===== config.mk =====
export PLATFORM = sky130hd
export DESIGN_NAME = carry_resolve
export DESIGN_NICKNAME = d
export VERILOG_FILES = /design/src/rtl/carry_resolve.sv
export SDC_FILE = /design/constraint.sdc
export NUM_CORES = 1
export LEC_CHECK = 0
export BUFFER_PORTS_ARGS = -buffer_cell sky130_fd_sc_hd__clkbuf_2
export CAP_MARGIN = 20
export CORE_MARGIN = 4
export CORE_UTILIZATION = 48
export CTS_BUF_LIST = sky130_fd_sc_hd__clkbuf_4
export CTS_CLUSTER_SIZE = 10
export DETAILED_ROUTE_END_ITERATION = 8
export PLACE_DENSITY = 0.81
export RECOVER_POWER = 25
export SKIP_CTS_REPAIR_TIMING = 1
export SLEW_MARGIN = 25
export SYNTH_ARGS = -nofsm -noshare
export SYNTH_HDL_FRONTEND = slang
export SYNTH_SLANG_ARGS = --single-unit

===== constraint.sdc =====
create_clock -name clk -period 3.8 [get_ports clk]
set_input_delay 0.38 -clock clk [delete_from_list [all_inputs] [get_ports clk]]
set_output_delay 0.38 -clock clk [all_outputs]
set_load 0.005 [all_outputs]

===== src/rtl/carry_resolve.sv =====
// carry_resolve: iterative carry resolution of half-adder propagate/generate
// vectors into a full N-bit sum with cout/ovf/zero/neg flags. One carry step
// per clock; valid/ready handshake on input and output.
module carry_resolve #(
    parameter int unsigned N  = 16,
    parameter int unsigned CW = $clog2(N) + 1
) (
    input  logic          clk,
    input  logic          rst_n,
    input  logic          in_valid,
    output logic          in_ready,
    input  logic [N-1:0]  add_rd,
    input  logic [N-1:0]  co,
    output logic          out_valid,
    input  logic          out_ready,
    output logic [N-1:0]  sum,
    output logic          cout,
    output logic          ovf,
    output logic          zero,
    output logic          neg,
    output logic [CW-1:0] iter_cnt
);

    typedef enum logic [1:0] {
        ST_IDLE    = 2'd0,
        ST_RESOLVE = 2'd1,
        ST_DONE    = 2'd2
    } state_t;

    state_t        r_state;
    state_t        w_state_nxt;

    logic [N-1:0]  r_s;
    logic [N-1:0]  r_c;
    logic          r_cout;
    logic          r_pmsb;
    logic          r_gmsb;
    logic [CW-1:0] r_iter;
    logic          r_ovf;
    logic          r_zero;
    logic          r_neg;

    logic [N-1:0]  w_s_nxt;
    logic [N-1:0]  w_c_nxt;
    logic [N-1:0]  w_t;
    logic          w_cout_nxt;
    logic          w_pmsb_nxt;
    logic          w_gmsb_nxt;
    logic [CW-1:0] w_iter_nxt;
    logic          w_fin;
    logic          w_ovf_nxt;
    logic          w_zero_nxt;
    logic          w_neg_nxt;

    // State and datapath registers; reset discards any in-flight result
    always_ff @(posedge clk or negedge rst_n) begin
        if (!rst_n) begin
            r_state <= ST_IDLE;
            r_s     <= '0;
            r_c     <= '0;
            r_cout  <= 1'b0;
            r_pmsb  <= 1'b0;
            r_gmsb  <= 1'b0;
            r_iter  <= '0;
            r_ovf   <= 1'b0;
            r_zero  <= 1'b0;
            r_neg   <= 1'b0;
        end else begin
            r_state <= w_state_nxt;
            r_s     <= w_s_nxt;
            r_c     <= w_c_nxt;
            r_cout  <= w_cout_nxt;
            r_pmsb  <= w_pmsb_nxt;
            r_gmsb  <= w_gmsb_nxt;
            r_iter  <= w_iter_nxt;
            r_ovf   <= w_ovf_nxt;
            r_zero  <= w_zero_nxt;
            r_neg   <= w_neg_nxt;
        end
    end

    // Next-state and datapath: accept, one carry step per cycle, hold in DONE
    always_comb begin
        w_state_nxt = r_state;
        w_s_nxt     = r_s;
        w_c_nxt     = r_c;
        w_cout_nxt  = r_cout;
        w_pmsb_nxt  = r_pmsb;
        w_gmsb_nxt  = r_gmsb;
        w_iter_nxt  = r_iter;
        w_t         = '0;

        case (r_state)
            ST_IDLE: begin
                if (in_valid) begin
                    w_s_nxt     = add_rd;
                    w_c_nxt     = {co[N-2:0], 1'b0};
                    w_cout_nxt  = co[N-1];
                    w_pmsb_nxt  = add_rd[N-1];
                    w_gmsb_nxt  = co[N-1];
                    w_iter_nxt  = '0;
                    w_state_nxt = (w_c_nxt == '0) ? ST_DONE : ST_RESOLVE;
                end
            end
            ST_RESOLVE: begin
                w_t         = r_s & r_c;
                w_s_nxt     = r_s ^ r_c;
                w_cout_nxt  = r_cout | w_t[N-1];
                w_c_nxt     = {w_t[N-2:0], 1'b0};
                w_iter_nxt  = r_iter + CW'(1);
                w_state_nxt = (w_c_nxt == '0) ? ST_DONE : ST_RESOLVE;
            end
            ST_DONE: begin
                if (out_ready) begin
                    w_state_nxt = ST_IDLE;
                end
            end
            default: begin
                w_state_nxt = ST_IDLE;
            end
        endcase

        // Flags are captured from the final sum on the edge that enters DONE
        w_fin      = (w_state_nxt == ST_DONE) && (r_state != ST_DONE);
        w_zero_nxt = w_fin ? (w_s_nxt == '0) : r_zero;
        w_neg_nxt  = w_fin ? w_s_nxt[N-1] : r_neg;
        // Equal operand signs (pmsb=0) share sign gmsb; overflow if sum sign differs
        w_ovf_nxt  = w_fin ? (~w_pmsb_nxt & (w_s_nxt[N-1] ^ w_gmsb_nxt)) : r_ovf;
    end

    // Output mapping: handshake decoded from state, results from registers
    always_comb begin
        in_ready  = (r_state == ST_IDLE);
        out_valid = (r_state == ST_DONE);
        sum       = r_s;
        cout      = r_cout;
        ovf       = r_ovf;
        zero      = r_zero;
        neg       = r_neg;
        iter_cnt  = r_iter;
    end

endmodule


After elaboration in Yosys (flattened, before gate mapping) --
Cells that the tools add are included.
Operators by class: $add $sub $neg 1, $mul 0, div/mod/pow operators 0, $lt $le $gt $ge 0, eq/ne operators 5, shift-type cells 0, mux-type cells 17, bitwise gates (word level) 6, reduce and logical (&&, ||, !) cells 7
Operators with widths (number):
- $pmux 16 s2 | 2
- $mux 16 | 2
- $logic_not 15->1 | 2
- $and 16x16->16 | 1
- $logic_not 16->1 | 1
- $xor 16x16->16 | 1
- $pmux 5 s2 | 1
- $mux 2 | 4
- $pmux 2 s3 | 1
- $add 5x1->5 const B | 1
- $mux 1 | 5
- $mux 5 | 1
- $eq 2x2->1 const B | 2
- $ne 2x2->1 const B | 2
- $eq 2x1->1 const B | 1
- $logic_not 2->1 | 1
- $pmux 1 s2 | 1
- $reduce_and 2->1 | 1
- $reduce_bool 2->1 | 1
- $and 1x1->1 | 1
- $logic_and 1x1->1 | 1
- $not 1->1 | 1
- $or 1x1->1 | 1
- $xor 1x1->1 | 1
Word-level totals: register bits 45, latch bits 0, bits in writable memories 0, memory bits (read-only) 0, logic and storage cells 46, memories kept 0

Logic depth before layout (Yosys ltp) --
Gate-level depths: netlist of the first run.
depth in word-level cells 6, depth in mapped cells 9, gate-level depth less buffers 7

Least setup slack after synthesis of the first run --
No wires, ideal clock.
path kind reg-to-reg, from register r_state[0], to register r_zero, in the netlist zero, setup time 92 ps, arrival time 1688 ps, required time 3708 ps, slack 2020 ps, cell stages (with the launch flop) 8, path buffers 1, period minus slack after synthesis 1780 ps, cells stage by stage dfrtp_1 > nand2b_1 > buf_2 > nor2_2 > mux2_2 > nor4_1 > nand4_1 > o31ai_2
On the way: elaborated cells between the ends (all ways) 11
RTL lines:
- start, declared | line 30 | state_t r_state;
- start signal, assigned | line 69 | r_state <= w_state_nxt;
- $eq 2x1->1 / $logic_not 2->1 (equally long branches) | line 93 | case (r_state)
- $pmux 16 s2 * | line 93
- net w_s_nxt[0] | line 43 | logic [N-1:0] w_s_nxt;
- $logic_not 16->1 * | line 125 | w_zero_nxt = w_fin ? (w_s_nxt == '0) : r_zero;
- end signal, assigned | line 77 | r_zero <= w_zero_nxt;
- end, declared | line 40 | logic r_zero;
Mark *: on every way through the listed nets, which the timed path passes. The rest lies on a longest branch. A chain may end at the register's enable or synchronous reset.

Worst setup path in the final report of the first run --
Same ends and word-level chain as after synthesis.

==> metrics.txt, run 1 <==
Longest Clk Path Bufs 2; crit path time final 2552 ps; synth warn 0; number of CTS-inserted buffers 5; hold slack final 289.7 ps; GRT Overall Usage 20.80%; layout cells sized above 1 29.25%; setup TNS 0 ps; NetSw 0.9126 mW; Least-Margin Pin Slew 2265 ps; Most used DFF post-synth dfrtp_1; hpwl dp 4834 um; leakage 1.256 nW; critical path arrival 2830 ps; combinational share of power 47.3%; synthesized area per cell 10.28 um^2; Setup-failing EPs final 0; vias per cell 5.892; nets 345; Worst IR Drop VDD 0.0004024 V; Synth Area in Compound Gates 22.67%; Netlist cell types 38; worst skew pair latency 360 ps; failing checks max-capacitance violations, max-slew violations; P&R area growth vs syn 11.76%; worst endpoint required time 4080 ps; DRT iter0 DRCs 279; fin crit share 67.16%; Buf/Inv on CP 0; Max-Cap Viols 1; Post-Synth Adder-Cell Area 8.077%; Slew HR -50.99%; status finished, violations left; sequential power share 42.3%; final wirelength 6334 um; Critical Path End Type flop; Die X 79.86 um; overall power 2.081 mW; First-pass DRT Iterations 5; Port Buffer Count 62; Cell Area, Synth 2479 um^2; initial antenna violation count 0; row count 25; number of global-route vias before repair 2061; crit-path cells nand2b_1 > nor2_2 > mux2_2 > nor4_1 > nand4_1 > o31ai_2; Avg WL per Cell 17.55 um; critical path class reg -> reg; GRT overflow 0; critical path fanouts, max 23; core area 4848 um^2; syn_nets 293; Synth Register Bits 44; RSZ-0062 raised after global routing false; slowest CP cell dfrtp_1; Residual DRC 0; Reg clk slew, reported paths 130 ps; Detail Route Antenna Nets 0; Syn Inst Count 241; global-route wire length before repair 10180 um; Pint 1.168 mW; Top delay family on crit path simple AND/OR/NAND/NOR gates; CTS tree built; simple-gate share of the synthesized area 14.69%; gpl congestion 0.8798; Final Util 57.14%; clock group share of total power 10.4%; diode count 0; worst clock skew 11.47 ps; Post-synth EDFFs 0; die area 6378 um^2; Sink Count 44; Fin. Hold Viols 0; worst hold-check path type in -> reg; I/O Pins 63; Vias 2127; Pwr Density 751.2 nW/um^2; Switching Fraction 43.86%; max-slew violation count 45; largest family of logic cells by synthesized area compound AO/OA/AOI/OAI gates; Synth async-reset ratio 100.0%; Root Buffer clkbuf_4; Initial Util 51.12%; multiplexer share of the synthesized area 1.817%; Peak Freq 391.8 MHz; Die H 79.86 um; pin count of the biggest net entering global routing 45; H-tree depth 2; XOR/XNOR Fraction of Synth Area 1.413%; startpoint types flop; Seq/Total Area, Yosys 44.42%; Critical Path Max Stage Delay 620 ps
-- synthesized netlist by cell type (2+ instances only) --
library cell	instances	area share, %
buf_6	2	0.91
buf_2	2	0.40
a22o_1	2	0.71
nor2b_1	9	2.3
ha_1	16	8.1
dfrtp_1	44	44
nor2_1	27	4.1
a31oi_1	2	0.50
o22ai_1	2	0.50
o32ai_1	14	4.9
nand2_1	3	0.45
and2b_2	6	2.1
clkbuf_1	6	0.91
xor2_1	3	1.1
clkbuf_8	6	3.3
mux2_2	4	1.8
o21ai_0	17	3.4
a22oi_1	14	4.2
nor4_1	9	2.3
a21oi_1	29	5.9
nand2b_1	2	0.50
inv_1	3	0.45
nand4_1	4	1.0
-- metal layers --
metal	vias up	share of wire [%]	global-route usage, %
met4	0	1.8	7.770
met5	-	0	0
met3	12	6.3	3.047
met1	1019	44	28.62
met2	85	47	33.22
li1	1011	-	-
-- power by group through the flow --
| stage | Sequential [mW] | Clock [mW] | Combinational (mW) |
|---|---|---|---|
| floorplan | 0.807 | 0 | 0.733 |
| global placement | 0.873 | 0 | 0.942 |
| detailed placement | 0.881 | 0 | 0.970 |
| CTS | 0.871 | 0.218 | 0.976 |
| global route | 0.900 | 0.238 | 1.10 |
| finish | 0.879 | 0.217 | 0.985 |
-- metrics by stage --
| stage | cells | worst slack [ps] | instance area (um^2) |
|---|---|---|---|
| after floorplan | 241 | 2020 | 2479 |
| after global placement | 353 | 1361 | 2720 |
| after detailed placement | 353 | 1283 | 2723 |
| after CTS | 361 | 1268 | 2774 |
| after global routing | 361 | 1089 | 2770 |
| final | 361 | 1248 | 2770 |
-- state kept, by name (all words and copies together), names as in the netlist --
name,count
neg,1
sum,16
r_pmsb,1
ovf,1
cout,1
r_c,15
r_state,2
r_gmsb,1
iter_cnt,5
zero,1
-- cell type report --
type | instances | area [um^2]
clock buffer | 5 | 37.54
tap | 67 | 83.83
clock inverter | 3 | 13.76
timing repair buffer | 63 | 316.6
sequential | 44 | 1101
inverter | 3 | 11.26
fill | 415 | 2078
multi-input combinational | 176 | 1206
-- cells by family (layout without fill, tap and decap cells) --
group | after synthesis | count (layout)
AOI/OAI and AO/OA | 86 | 86
xor gates and xnor gates | 4 | 4
adders and majority gates | 16 | 16
buffers and inverters | 21 | 74
DFF | 44 | 44
muxes | 4 | 4
and+or+nand+nor | 66 | 66
-- worst paths after layout --
path | start | end | slack (ps) | depth (start not counted)
max in group asynchronous | rst_n | sum[11] | 1830 | 1
setup reg to reg | r_state[0] | zero | 1250 | 6
min in group asynchronous | rst_n | r_gmsb | 680 | 1
hold / removal | add_rd[0] | sum[0] | 290 | 2
setup / recovery | r_state[0] | zero | 1250 | 6
hold reg to reg | r_pmsb | r_pmsb | 520 | 1
-- placed cells by master, fill, tap and decap left out, types with 9 or more instances in the layout --
master | netlist | routed
a21oi_1 | 29 | 29
a22oi_1 | 14 | 14
o32ai_1 | 14 | 14
nor2b_1 | 9 | 9
o21ai_0 | 17 | 17
dfrtp_1 | 44 | 44
clkbuf_2 | 0 | 61
nor4_1 | 9 | 9
ha_1 | 16 | 16
nor2_1 | 27 | 27
No activity file was read; power rests on OpenSTA's default activity.
==> run 2, diff against run 1 <==
- PLACE_DENSITY: 0.81 -> 0.84
- clock period: 3.8 -> 2.2 ns (I/O delays scaled with it)
==> run 2 against run 1 <==
The flow now finishes without violations. Critical path depth increased by 1. Global-route usage increased by 2.1 points. Critical endpoint unchanged. Non-clock buffer count increased by 12. Clock power increased by 140%. First-iteration DRC count decreased by 6.1%.
==> metrics.txt, run 2 (synthesized netlist as in run 1, its figures left out) <==
startpoint types flop; RSZ-0062 raised after global routing false; worst hold-check path type in -> reg; setup TNS 0 ps (unchanged); Peak Freq 484.9 MHz (+24%); Switching Fraction 42.34% (-1.5 points); crit-path cells nand2b_1 > buf_4 > o32ai_1 > nor2_1 > nor4_2 > nand4_1 > o31ai_2; Avg WL per Cell 18.25 um (+4.0%); number of global-route vias before repair 2201 (+6.8%); Hold Path Stages 2 (unchanged); clock group share of total power 13.7% (+3.3 points); max-slew violation count 0 (-100%); Endpoint, Worst Hold sum[0]; most common cell after layout, fill and taps aside clkbuf_2; worst endpoint required time 2490 ps (-1590 ps); nets 357 (+3.5%); vias per cell 5.938 (+0.79%); I/O Pins 63 (unchanged); Reg-to-Reg End zero; critical path class reg -> reg; Initial Util 51.12% (unchanged); Residual DRC 0 (unchanged); Root Buffer clkbuf_4; final wirelength 6809 um (+7.5%); Sink Count 44 (unchanged); most frequent cells in the layout clkbuf_2 (61), dfrtp_1 (44), a21oi_1 (29); First-pass DRT Iterations 5 (unchanged); Setup-failing EPs final 0 (unchanged); Port Buffer Count 62 (unchanged); Worst IR Drop VDD 0.0005871 V (+46%); initial antenna violation count 0 (unchanged); Pint 2.214 mW (+90%); Least-Margin Pin Slew 1291 ps (-974.1 ps); critical path fanouts, max 11 (-52%); combinational share of power 48.3% (+1.0 points); worst skew pair latency 370 ps (about the same); Longest Clk Path Bufs 2 (unchanged); CTS tree built; sequential power share 38.0% (-4.3 points); number of CTS-inserted buffers 5 (unchanged); Vias 2215 (+4.1%); Die X 79.86 um (unchanged); Max-Cap Viols 0 (-1); Critical Path Max Stage Delay 420 ps (-200 ps); Hold Path Origin add_rd[0]; Slew HR 13.95% (+65 points); diode count 0 (unchanged); gpl congestion 0.9418 (+7.0%); P&R area growth vs syn 16.51%; status finished clean; critical path arrival 2350 ps (-480 ps); worst r2r path cells 7 (+1); global-route wire length before repair 11160 um (+9.6%); Reg2Reg Launch Point r_state[0]; Reg clk slew, reported paths 130 ps (about the same); max reg flops 16 (unchanged); non-filler cells, final 373 (+3.3%); NetSw 1.626 mW (+78%); hpwl dp 5215 um (+7.9%); Die H 79.86 um (unchanged); layout cells sized above 1 31.70% (+2.4 points); H-tree depth 2 (unchanged); die area 6378 um^2 (unchanged); DRT iter0 DRCs 262 (-6.1%); Pwr Density 1330 nW/um^2 (+77%); cell total after placement 364 (+3.1%); R2R setup slack 140 ps (-1110 ps); GRT overflow 0 (unchanged); row count 25 (unchanged); worst clock skew 5.778 ps (-5.692 ps); core area 4848 um^2 (unchanged); slowest CP cell dfrtp_1; fin crit share 93.74% (+27 points); GRT Overall Usage 22.89% (+2.1 points); pin count of the biggest net entering global routing 24 (-47%); leakage 1.322 nW (+5.3%); crit path time final 2062 ps (-489.9 ps); Critical Path End Type flop; Detail Route Antenna Nets 0 (unchanged); Fin. Hold Viols 0 (unchanged)
==> run 2: changes by cell type in the layout (fill, tap and decap cells not counted), sizes merged <==
cell         delta
clkbuf          +2
bufinv          +1
dlygate4sd3     +1
buf            +10
clkinv          -2
==> run 2: worst max-delay path by stage <==
stage | from | to | slack (ps) | cells past startpoint
floorplan | r_state[0] | zero | 420 | 7
global placement | sum[2] | neg | 270 | 7
detailed placement | r_state[0] | zero | 200 | 7
CTS | r_state[0] | zero | 180 | 7
global route | r_state[0] | zero | 10 | 7
finish | r_state[0] | zero | 140 | 7
==> run 2: metrics by stage <==
step	util [%]	setup slack (ps)	hold slack (ps)	area (um^2)	total power [mW]
finish	59.56	137.8	121.9	2888	3.840
global route	59.56	9.593	105.9	2888	4.121
CTS	59.46	177.9	-150.9	2883	3.810
detailed placement	57.81	196.0	257.9	2803	3.289
global placement	57.81	269.4	248.2	2803	3.231
floorplan	-	420.4	-75.59	2479	2.659
==> run 2: power by group through the flow <==
stage | registers (mW) | clock network (mW) | logic, mW
after detailed placement | 1.46 | 0 | 1.83
after global placement | 1.45 | 0 | 1.78
after floorplan | 1.39 | 0 | 1.27
final | 1.46 | 0.526 | 1.86
after global routing | 1.50 | 0.560 | 2.06
after CTS | 1.45 | 0.527 | 1.84
==> run 2: routing by layer <==
metal | up-vias | GRT usage [%] | part of all wire, %
li1 | 1029 | - | -
met1 | 1050 | 32.30 | 44
met2 | 122 | 34.56 | 46
met3 | 14 | 5.418 | 8.6
met4 | 0 | 7.601 | 1.6
met5 | - | 0 | 0
==> run 2: layout make-up <==
class | instances | area, um^2
fill | 412 | 1961
multi-input combinational | 176 | 1206
sequential | 44 | 1101
timing repair buffer | 75 | 405.4
tap | 67 | 83.83
clock buffer | 6 | 45.04
clock inverter | 2 | 35.03
inverter | 3 | 11.26
==> run 2: critical path: cells and delay by family (launching register included) <==
kind	cells	cell delay, ps
compound gates	2	510
buf+inv	1	250
flops	1	420
simple gates	4	800
==> run 3, diff against run 2 <==
- CORE_MARGIN: 4 -> 8
- PLACE_DENSITY: 0.84 -> default
- PLACE_DENSITY_LB_ADDON: default -> 0.12
==> run 3 against run 2 <==
Non-clock buffer count up 3. Highest routed layer unchanged. Largest power group unchanged. Sequential power about the same. Routed wire length is 6.2% higher. Core utilization shrank 2.2 points. Critical path type unchanged. Die area grew 21%. Critical path depth did not move.
==> metrics.txt, run 3 (synthesized netlist as in run 1, its figures left out) <==
Initial Util 49.16% (-2.0 points); vias per cell 5.770 (-2.8%); Worst IR Drop VDD 0.0006491 V (+11%); critical path class reg -> reg; CTS tree built; crit path time final 2014 ps (-48.51 ps); I/O Pins 63 (unchanged); worst skew pair latency 350 ps (-20 ps); core area 5042 um^2 (+4.0%); Setup-failing EPs final 0 (unchanged); Vias 2187 (-1.3%); GR peak layer met2; slowest CP cell dfrtp_1; Longest Clk Path Bufs 2 (unchanged); Buf/Inv on CP 0 (-1); Switching Fraction 43.26% (+0.92 points); met3 Use GR 4.503% (-0.91 points); Pwr Density 1301 nW/um^2 (-2.1%); met1 Usage GRT 26.33% (-6.0 points); max-slew violation count 0 (unchanged); Reg clk slew, reported paths 130 ps (about the same); non-filler cells, final 379 (+1.6%); critical path fanouts, max 5 (-6); startpoint types flop; Top delay family on crit path simple AND/OR/NAND/NOR gates; hpwl dp 5606 um (+7.5%); Port Buffer Count 62 (unchanged); final wirelength 7228 um (+6.2%); Reg-to-Reg End neg; leakage 1.324 nW (+0.15%); Critical Path End Type flop; P&R area growth vs syn 16.76%; Detail Route Antenna Nets 0 (unchanged); Hold Path Origin add_rd[0]; Critical Path Max Stage Delay 440 ps (+20 ps); storage element area 1101 um^2 (unchanged); hold slack final 119.2 ps (-2.746 ps); max reg flops 16 (unchanged); Endpoint, Worst Hold sum[0]; RSZ-0062 raised after global routing false; layout cells sized above 1 32.36% (+0.66 points); crit-path cells ha_1 > nor4_1 > nand4_1 > nor2_1 > a31oi_1 > nor2_1 > mux2_2; Fin. Hold Viols 0 (unchanged); Die X 87.86 um (+10%); NetSw 1.629 mW (+0.19%); diode count 0 (unchanged); setup ws final 186.3 ps (+48.51 ps); fin crit share 91.53% (-2.2 points); critical path arrival 2260 ps (-90 ps); Max-Cap Viols 0 (unchanged); R2R setup slack 190 ps (+50 ps); most frequent cells in the layout clkbuf_2 (62), dfrtp_1 (44), a21oi_1 (29); row count 26 (+4.0%); H-tree depth 2 (unchanged); nets 360 (+0.84%); Final Util 57.39% (-2.2 points); number of CTS-inserted buffers 5 (unchanged); pre-CTS WS 177.6 ps (-18.38 ps); die area 7719 um^2 (+21%); Peak Freq 496.6 MHz (+2.4%); Sink Count 44 (unchanged); First-pass DRT Iterations 4 (-1); DRT iter0 DRCs 156 (-40%); worst hold-check path type in -> reg; cell total after placement 370 (+1.6%); most frequent CP cell nor2_1; Root Buffer clkbuf_4; worst r2r path cells 7 (unchanged); Hold Path Stages 2 (unchanged); GRT overflow 0 (unchanged); combinational share of power 50.7% (+2.4 points); global-route wire length before repair 11550 um (+3.5%); Residual DRC 0 (unchanged); Slew HR 37.62% (+24 points); Pint 2.137 mW (-3.5%); Least-Margin Pin Slew 932.2 ps (-358.5 ps); Reg2Reg Launch Point sum[9]; Die H 87.86 um (+10%); Multi-input gate area 1212 um^2 (+0.52%); most common cell after layout, fill and taps aside clkbuf_2; initial antenna violation count 0 (unchanged); clock group share of total power 10.9% (-2.8 points); status finished clean; sequential power share 38.5% (+0.5 points); # fillers 474 (+15%); number of global-route vias before repair 2211 (+0.45%); GRT Overall Usage 19.43% (-3.5 points); pin count of the biggest net entering global routing 27 (+13%); GR Util met2 30.10% (-4.5 points); gpl congestion 0.8756 (-7.0%); worst clock skew 5.853 ps (+0.07513 ps); setup TNS 0 ps (unchanged); worst endpoint required time 2450 ps (-40 ps); Avg WL per Cell 19.07 um (+4.5%)
run 3: cell count changes in the layout (fill, tap and decap cells not counted), sizes merged:
| cell | before | now |
|---|---|---|
| buf | 11 | 13 |
| bufinv | 1 | 0 |
| clkbuf | 69 | 71 |
run 3: power by group through the flow:
stage / Combinational, mW / Clock (mW) / Sequential (mW)
after CTS: 1.91 / 0.419 / 1.44
after global routing: 2.10 / 0.456 / 1.49
final: 1.91 / 0.409 / 1.45
after global placement: 1.87 / 0 / 1.45
after detailed placement: 1.89 / 0 / 1.46
after floorplan: 1.27 / 0 / 1.39
run 3: metal layers:
| metal | vias up | wire, um | part of all wire [%] |
|---|---|---|---|
| met2 | 69 | 3401 | 47 |
| met5 | - | 0 | 0 |
| met1 | 1075 | 3274 | 45 |
| li1 | 1035 | - | - |
| met3 | 8 | 463 | 6.4 |
| met4 | 0 | 89 | 1.2 |
run 3: cell type report:
type	instances	share of cell area [%]
well taps	70	3.026
flip-flops and latches	44	38.05
multi-input cells	176	41.89
clock inverters	1	0.1297
clock buffers	7	1.816
inverters	3	0.3891
repair buffers	78	14.70
run 3: metrics by stage:
stage / total power, mW / cell area (um^2)
2_1_floorplan: 2.659 / 2479
3_3_place_gp: 3.315 / 2829
3_5_place_dp: 3.349 / 2829
4_1_cts: 3.767 / 2885
5_1_grt: 4.049 / 2894
6_report: 3.766 / 2894
run 3: worst max-delay path by stage:
stage               startpoint    to  slack (ps)  depth (start not counted)
floorplan           r_state[0]  zero         420                          7
global placement        sum[2]   neg         230                          7
detailed placement      sum[2]   neg         180                          7
CTS                     sum[2]   neg         160                          7
global route            sum[9]   neg          50                          7
finish                  sum[9]   neg         190                          7
run 3: worst reg2reg max path: stages, from the launching register on:
cell,delay (ps)
dfrtp_1,440
ha_1,240
nor4_1,310
nand4_1,200
nor2_1,130
a31oi_1,110
nor2_1,150
mux2_2,330
